**src/rtl/iq_sched_pkg.sv**
```systemverilog
// Shared types and helpers for the issue-queue scheduler.
// Latency: none (package only).
// Backpressure: n/a.
//
// PREG_LENGTH / PREG_RANGE normally come from the core-wide defines header.
// These guarded fallbacks let the block build on its own. They never override
// an existing definition.
`ifndef PREG_LENGTH
`define PREG_LENGTH 6
`endif
`ifndef PREG_RANGE
`define PREG_RANGE 5:0
`endif

package iq_sched_pkg;

    // Widest queue the helpers below cover. DEPTH is limited to 2..16.
    localparam int IQ_MAX_DEPTH = 16;
    localparam int IQ_MAX_IDX_W = $clog2(IQ_MAX_DEPTH);

    typedef logic [IQ_MAX_DEPTH-1:0] iq_vec_t;

    // Keeps only the lowest set bit of v.
    function automatic iq_vec_t lowest_set(input iq_vec_t v);
        return v & (~v + iq_vec_t'(1));
    endfunction

    // Converts a one-hot vector to its index. All-zero input gives index 0.
    function automatic logic [IQ_MAX_IDX_W-1:0] onehot_to_idx(input iq_vec_t v);
        logic [IQ_MAX_IDX_W-1:0] idx;
        idx = '0;
        for (int i = 0; i < IQ_MAX_DEPTH; i++) begin
            if (v[i]) idx = idx | IQ_MAX_IDX_W'(i);
        end
        return idx;
    endfunction

endpackage

```
**src/rtl/iq_age_select.sv**
```systemverilog
// Age matrix plus oldest-ready select for the issue queue.
// Latency: the grant is combinational from entry_ready. Age updates are visible the cycle after alloc.
// Backpressure: none. The parent decides whether the grant is consumed.
//
// Ports: clock, reset_n (async active-low); alloc = one-hot entry being
// written this cycle; entry_valid / entry_ready = per-entry status;
// grant = one-hot oldest ready entry.
module iq_age_select
    import iq_sched_pkg::*;
#(
    parameter int DEPTH = 8
) (
    input  logic             clock,
    input  logic             reset_n,
    input  logic [DEPTH-1:0] alloc,
    input  logic [DEPTH-1:0] entry_valid,
    input  logic [DEPTH-1:0] entry_ready,
    output logic [DEPTH-1:0] grant
);

    // age[i][j] = 1 means entry i is older than entry j.
    logic [DEPTH-1:0][DEPTH-1:0] age;
    logic [DEPTH-1:0]            blocked;

    // The new entry becomes younger than every entry that is currently valid.
    // Its own row is cleared, so it is older than nothing.
    always_ff @(posedge clock or negedge reset_n) begin
        if (!reset_n) begin
            age <= '0;
        end else begin
            for (int k = 0; k < DEPTH; k++) begin
                if (alloc[k]) begin
                    for (int j = 0; j < DEPTH; j++) begin
                        if (j != k) age[j][k] <= entry_valid[j];
                        age[k][j] <= 1'b0;
                    end
                end
            end
        end
    end

    // An entry is blocked when some other ready entry is older than it.
    always_comb begin
        blocked = '0;
        for (int i = 0; i < DEPTH; i++) begin
            for (int j = 0; j < DEPTH; j++) begin
                if ((j != i) && entry_ready[j] && age[j][i]) blocked[i] = 1'b1;
            end
        end
    end

    assign grant = entry_ready & ~blocked;

endmodule

```
**src/rtl/iq_sched.sv**
```systemverilog
// Issue-queue scheduler: entry allocation, wakeup broadcast, oldest-first issue select and occupancy count.
// Latency: an entry enqueued in cycle N can issue in cycle N+1. Wakeup and select are combinational.
// Backpressure: enq_ready drops when the queue is full or flushing. issue_ready=0 holds the current grant.
//
// Ports: clock/reset_n; flush; enqueue handshake (enq_valid/enq_ready,
// enq_prs*, enq_src*_state, bypassed enq_src*_state_fwd); per-entry strobes
// (entry_enq, entry_wakeup_src*, entry_issuing) and status (entry_valid,
// entry_ready, entry_prs*); writeback (wb_valid, wb_prd); issue handshake
// (issue_valid/issue_ready, issue_idx); iq_count occupancy.
module iq_sched
    import iq_sched_pkg::*;
#(
    parameter int DEPTH = 8,
    parameter int IDX_W = $clog2(DEPTH)
) (
    input  logic                          clock,
    input  logic                          reset_n,
    input  logic                          flush,
    input  logic                          enq_valid,
    output logic                          enq_ready,
    input  logic [`PREG_LENGTH-1:0]       enq_prs1,
    input  logic [`PREG_LENGTH-1:0]       enq_prs2,
    input  logic                          enq_src1_state,
    input  logic                          enq_src2_state,
    output logic                          enq_src1_state_fwd,
    output logic                          enq_src2_state_fwd,
    output logic [DEPTH-1:0]              entry_enq,
    input  logic [DEPTH-1:0]              entry_valid,
    input  logic [DEPTH-1:0]              entry_ready,
    input  logic [DEPTH*`PREG_LENGTH-1:0] entry_prs1,
    input  logic [DEPTH*`PREG_LENGTH-1:0] entry_prs2,
    input  logic                          wb_valid,
    input  logic [`PREG_LENGTH-1:0]       wb_prd,
    output logic [DEPTH-1:0]              entry_wakeup_src1,
    output logic [DEPTH-1:0]              entry_wakeup_src2,
    output logic [DEPTH-1:0]              entry_issuing,
    output logic                          issue_valid,
    output logic [IDX_W-1:0]              issue_idx,
    input  logic                          issue_ready,
    output logic [IDX_W:0]                iq_count
);

    localparam int CNT_W = IDX_W + 1;
    localparam logic [CNT_W-1:0] CNT_ONE = CNT_W'(1);

    logic             enq_fire;
    logic             issue_fire;
    logic [DEPTH-1:0] free_slots;
    logic [DEPTH-1:0] grant;
    logic [CNT_W-1:0] count_nxt;

    // Allocation. An entry that is issuing this cycle still reads as valid,
    // so it cannot be reused until the next cycle.
    assign enq_ready  = (entry_valid != {DEPTH{1'b1}}) & ~flush;
    assign enq_fire   = enq_valid & enq_ready;
    assign free_slots = ~entry_valid;
    assign entry_enq  = enq_fire ? DEPTH'(lowest_set(iq_vec_t'(free_slots))) : '0;

    // Same-cycle writeback bypass. The entry gives enqueue priority over
    // wakeup, so the busy bits it captures must already include this broadcast.
    assign enq_src1_state_fwd = enq_src1_state & ~(wb_valid & (enq_prs1 == wb_prd));
    assign enq_src2_state_fwd = enq_src2_state & ~(wb_valid & (enq_prs2 == wb_prd));

    always_comb begin
        entry_wakeup_src1 = '0;
        entry_wakeup_src2 = '0;
        for (int i = 0; i < DEPTH; i++) begin
            entry_wakeup_src1[i] = wb_valid & entry_valid[i] &
                (entry_prs1[i*`PREG_LENGTH +: `PREG_LENGTH] == wb_prd);
            entry_wakeup_src2[i] = wb_valid & entry_valid[i] &
                (entry_prs2[i*`PREG_LENGTH +: `PREG_LENGTH] == wb_prd);
        end
    end

    iq_age_select #(
        .DEPTH (DEPTH)
    ) u_age_select (
        .clock       (clock),
        .reset_n     (reset_n),
        .alloc       (entry_enq),
        .entry_valid (entry_valid),
        .entry_ready (entry_ready),
        .grant       (grant)
    );

    // Issue select.
    assign issue_valid   = (|entry_ready) & ~flush;
    assign issue_fire    = issue_valid & issue_ready;
    assign issue_idx     = issue_valid ? IDX_W'(onehot_to_idx(iq_vec_t'(grant))) : '0;
    assign entry_issuing = issue_fire ? grant : '0;

    // Occupancy. Enqueue and issue in the same cycle cancel out.
    always_comb begin
        count_nxt = iq_count;
        if (flush) begin
            count_nxt = '0;
        end else if (enq_fire && !issue_fire) begin
            count_nxt = iq_count + CNT_ONE;
        end else if (!enq_fire && issue_fire) begin
            count_nxt = iq_count - CNT_ONE;
        end
    end

    always_ff @(posedge clock or negedge reset_n) begin
        if (!reset_n) begin
            iq_count <= '0;
        end else begin
            iq_count <= count_nxt;
        end
    end

endmodule

```
**config.mk**
```make
export PLATFORM = sky130hd
export DESIGN_NAME = iq_sched
export DESIGN_NICKNAME = d
export VERILOG_FILES = /design/src/rtl/iq_sched_pkg.sv /design/src/rtl/iq_age_select.sv /design/src/rtl/iq_sched.sv
export SDC_FILE = /design/constraint.sdc
export NUM_CORES = 1
export LEC_CHECK = 0
export BUFFER_PORTS_ARGS = -buffer_cell sky130_fd_sc_hd__buf_2
export CORE_MARGIN = 3
export CORE_UTILIZATION = 42
export DETAILED_ROUTE_END_ITERATION = 8
export PLACE_DENSITY = 0.72
export SLEW_MARGIN = 20
export SYNTH_ARGS = -nofsm -noshare
export SYNTH_HDL_FRONTEND = slang
export SYNTH_SLANG_ARGS = --single-unit
```
**constraint.sdc**
```tcl
create_clock -name clock -period 4.85 [get_ports clock]
set_input_delay 0.485 -clock clock [delete_from_list [all_inputs] [get_ports clock]]
set_output_delay 0.485 -clock clock [all_outputs]
set_load 0.005 [all_outputs]
```
## Yosys cells after proc, flatten, opt, wreduce, memory -nomap -nowiden

Cells that the tools add are included.

| word-level totals | value |
|---|---|
| output and inout bits | 43 |
| bits of input ports | 138 |
| flip-flop bits (word level) | 60 |

| operators by class | value |
|---|---|
| reduce and logical (&&, ||, !) cells | 90 |
| muxes and demuxes | 131 |
| add/subtract/negate cells | 3 |
| bitwise operators | 40 |
| equal/unequal tests | 19 |

Operator list:

| cell | number |
|---|---|
| $mux 1 | 111 |
| $eq 6x6->1 | 18 |
| $mux 8 | 9 |
| $logic_and 1x1->1 | 58 |
| $reduce_bool 2->1 | 28 |
| $and 1x1->1 | 32 |
| $not 8->8 | 3 |
| $and 8x8->8 | 2 |
| $mux 3 | 5 |
| $mux 4 | 3 |
| $mux 9 | 1 |
| $add 8x1->8 const B | 1 |
| $ne 8x8->1 const B | 1 |
| $reduce_or 8->1 | 1 |
| $add 4x1->4 const B | 1 |
| $mux 2 | 2 |
| $sub 4x1->4 const B | 1 |
| $not 1->1 | 3 |
| $reduce_bool 3->1 | 1 |
| $logic_not 1->1 | 2 |

## Logic depth before layout (Yosys ltp)

| depth | value |
|---|---|
| word-level depth | 18 |
| mapped depth | 10 |
| gate-level depth less buffers | 8 |

## Cells and area by module

From an unflattened synthesis, not the netlist that was laid out.

| second synthesis, totals | value |
|---|---|
| cells, all modules | 486 |
| area, all modules | 4541.9 µm² |

Modules (own cells, without submodules):

| module | instances | area each (µm²) | cells each |
|---|---|---|---|
| iq_age_select | 1 | 2658.8 | 253 |
| iq_sched | 1 | 1883.1 | 233 |

## Worst setup path after synthesis

No wires, ideal clock.

| timing | value |
|---|---|
| path type | input port to flip-flop |
| start point | input port entry_ready[0] |
| end point | register iq_count[3] |
| buffers on the path | 2 |
| setup slack | 2308 ps |
| stages | 10 |
| data required time | 4779 ps |
| arrival | 2471 ps |
| library setup time | 71 ps |
| cells stage by stage | buf_2 > nor4_4 > a21bo_2 > buf_2 > nand2b_1 > ha_1 > a21o_1 > a21o_1 > a2111o_1 > nand4_1 |

| on the way | value |
|---|---|
| word-level cells in the longest chain between the ends | 7 |

RTL lines:

| what | line | RTL |
|---|---|---|
| start, declared | iq_sched.sv:29 | `input logic [DEPTH-1:0] entry_ready,` |
| $reduce_or 8->1 (*) | iq_sched.sv:87 | `assign issue_valid = (\|entry_ready) & ~flush;` |
| $and 1x1->1 (*) | iq_sched.sv:87 |  |
| $and 1x1->1 (*) | iq_sched.sv:88 | `assign issue_fire = issue_valid & issue_ready;` |
| $logic_not 1->1 | iq_sched.sv:97 | `end else if (enq_fire && !issue_fire) begin` |
| $logic_and 1x1->1 | iq_sched.sv:97 |  |
| $mux 4 | iq_sched.sv:97 |  |
| $mux 4 | iq_sched.sv:95 | `if (flush) begin` |
| end signal, assigned | iq_sched.sv:108 | `iq_count <= count_nxt;` |
| end, declared | iq_sched.sv:40 | `output logic [IDX_W:0] iq_count` |

Every way passes the cells marked *; elsewhere a longest branch is shown, timed or not.
A chain may end at the register's enable or synchronous reset.

## Final worst setup path

| timing | value |
|---|---|
| start point | input port flush |
| end point | output port entry_enq[7] |

| on the way | value |
|---|---|
| word-level cells in the longest chain between the ends | 4 |

RTL lines:

| what | line | RTL |
|---|---|---|
| start, declared | iq_sched.sv:18 | `input logic flush,` |
| $not 1->1 | iq_sched.sv:54 | `assign enq_ready = (entry_valid != {DEPTH{1'b1}}) & ~flush;` |
| $and 1x1->1 | iq_sched.sv:54 |  |
| $and 1x1->1 | iq_sched.sv:55 | `assign enq_fire = enq_valid & enq_ready;` |
| $mux 8 | iq_sched.sv:57 | `assign entry_enq = enq_fire ? DEPTH'(lowest_set(iq_vec_t'(free_slots))) : '0;` |
| end, declared | iq_sched.sv:27 | `output logic [DEPTH-1:0] entry_enq,` |

Every way passes these cells.

==> metrics.yaml <==
synth:
  synth_top_flop_cell: "dfrtp_1"
  synth-edff-count: 0
  synth-seq-cells: 60
  synthesis.nets: 618
  postSynth.asyncResetShare_pct: 100
  syn_avg_cell_area_um2: 9.01
  seq_area_frac_synth_pct: 34.9
  yosysWarnings: 0
  syn_area_um2: 4300
  syn_inst: 477
  synth_cell_types: 47
global_route:
  overflow: 0
  grt_first_pass_wirelength_um: 21100
  track_usage_pct: 23.4
  grt_pass1_vias: 4271
  grt_max_degree: 61
  antenna_found_initial: 0
timing:
  fin_crit_ps: 2530
  drv_slew: 0
  tns_ps: 0
  fmax_mhz: 395
  max_slew_margin_pct: 46.0
  fin_crit_sh_pct: 52.2
  rsz0062_at_grt: "false"
  setup_viol: 0
  fin_skew_ps: 0.287
  tightest_slew_ps: 804
  hold_viol_final: 0
job:
  cap_violations: 0
clocking:
  cts_tree: "done"
  clk_latency_ps: 340
  cts_resized: 0
  clkSlewWorstSetupHoldPaths_ps: 70
  clockBufferDepth: 2
  cts_setup_buffers: 0
  clock_sinks: 60
  root_buffer: "clkbuf_8"
  ctsHoldBuffers: 0
  h-tree-depth: 3
  cts_made_buffers: 9
pwr:
  switchingPower_mw: 0.478
  p_int_mw: 1.03
  swShare_pct: 31.7
  power_mw: 1.51
  p_leak_nw: 2.75
  p_per_area_nw_per_um2: 279
  p_comb_share_pct: 26.7
  power_frac_clock_pct: 31.4
  ir_drop_uv: 165
  pwr-share-seq_pct: 42.0
final_layout:
  final_layout_size_suffix_gt1_share_pct: 33.7
  fin_cells: 774
  antenna_cells: 0
  multi_input_area_um2: 2560
  area_delta_synth_final_pct: 25.9
  layout_commonest_cell: "buf_2"
  final_util_pct: 54.9
  design_area_um2: 5410
  nets: 777
  regArea_um2: 1500
  final_cell_mix: "180 x buf_2, 75 x nand2_1, 61 x xor2_1, 60 x dfrtp_1, 48 x xnor2_1"
  n_fill_cell: 918
routing:
  drt-pass1-iter-count: 4
  vias: 4185
  initialDrtViolationCount: 301
  drt_drc_violations_left: 0
  viasPerCell: 5.41
  drt_wl_total_um: 13600
  wl_per_cell_um: 17.5
  postRouteAntennaNets: 0
floorplan:
  die_h_um: 107
  dieWidth_um: 107
  start_util_pct: 43.6
  rows: 36
  core-area_um2: 9860
  io_pins: 181
  die-area_um2: 11500
critical_path:
  crit_path_max_fanout: 15
  crit_type: "primary input to output port"
  reg2reg_from: "iq_count[1]$_DFFE_PN0P_"
  critPathRequiredTime_ps: 4370
  critPathLaunchType: "primary input"
  ff2ff_path_depth: 5
  worstPathArrival_ps: 2050
  r2r_end: "iq_count[3]$_DFFE_PN0P_"
  cp-end-kind: "output port"
  reg2reg_slack_ps: 3200
placement:
  dp_hpwl_um: 10700
  placed_area_um2: 5200
  io_buffers: 180
  gp_congestion: 0.911
  placedCellCount: 758
worst_hold_path:
  hp-class: "primary input to asynchronous set/reset pin"
run_status:
  status: "finished clean"
## area by class of cell
cell class                 instances  share of cell area [%]
clock buffer                      11                    2.80
tap                              133                    3.07
timing repair buffer             182                    16.9
multi-input combinational        369                    47.4
inverter                          14                   0.994
sequential                        60                    27.7
clock inverter                     5                    1.09
## layer usage
layer	GRT usage [%]	routed length [um]	vias to the layer above
met5	0	0	-
met4	8.04	301	0
met3	5.00	946	25
met2	41.6	7010	195
met1	27.7	5290	2003
li1	-	-	1962
## cell usage after synthesis (3+ instances only)
cell type,count,area (um^2)
a21o_1,14,105
a221oi_1,8,70.1
a22o_1,11,96.3
a22oi_1,8,60.1
a41oi_1,3,26.3
and2_1,7,43.8
buf_2,22,110
clkbuf_1,8,30.0
dfrtp_1,60,1500
inv_1,10,37.5
inv_2,3,11.3
mux2i_1,3,30.0
nand2_1,75,282
nand2b_1,5,31.3
nand3_1,4,20.0
nand4_1,26,163
nor2_1,33,124
nor4_1,16,100
nor4_4,4,85.1
o21ai_0,14,70.1
xnor2_1,48,420
xor2_1,61,534
## critical path: stages
cell and delay (ps):
buf_2 150, nand2b_1 350, nor4_4 820, buf_2 240
## kinds of logic after synthesis
| group | synth area share (%) |
|---|---|
| buffers and inverters | 5.39 |
| muxes | 0.699 |
| xor gates and xnor gates | 22.6 |
| AOI/OAI and AO/OA | 13.0 |
| and+or+nand+nor | 22.4 |
| adders and majority gates | 1.05 |
| DFF | 34.9 |
## sequential cells by signal, indices dropped and copies added, names as in the netlist
signal and cells:
iq_count 4, u_age_select.age 56
## stage by stage
stage | setup WS [ps] | hold WS [ps]
finish | 2320 | 286
global route | 2190 | 343
CTS | 2320 | 325
detailed placement | 2200 | 464
global placement | 2270 | 459
floorplan | 2310 | 189
## power groups by stage
| stage | Sequential, mW | Combinational [mW] | Clock, mW |
|---|---|---|---|
| 6_report | 0.633 | 0.402 | 0.474 |
| 5_1_grt | 0.640 | 0.451 | 0.506 |
| 4_1_cts | 0.631 | 0.406 | 0.480 |
| 3_5_place_dp | 0.640 | 0.404 | 0 |
| 3_3_place_gp | 0.639 | 0.388 | 0 |
| 2_1_floorplan | 0.618 | 0.260 | 0 |
## worst max-delay path by stage
stage / start / cells past startpoint / slack, ps / endpoint
3_3_place_gp: entry_ready[0] / 9 / 2270 / iq_count[3]$_DFFE_PN0P_
4_1_cts: flush / 5 / 2320 / entry_enq[3]
6_report: flush / 4 / 2320 / entry_enq[7]
3_5_place_dp: entry_ready[0] / 9 / 2200 / iq_count[3]$_DFFE_PN0P_
5_1_grt: wb_prd[3] / 5 / 2190 / entry_wakeup_src1[1]
2_1_floorplan: entry_ready[0] / 10 / 2310 / iq_count[3]$_DFFE_PN0P_
Note: power is estimated with default switching activity, not from simulation.
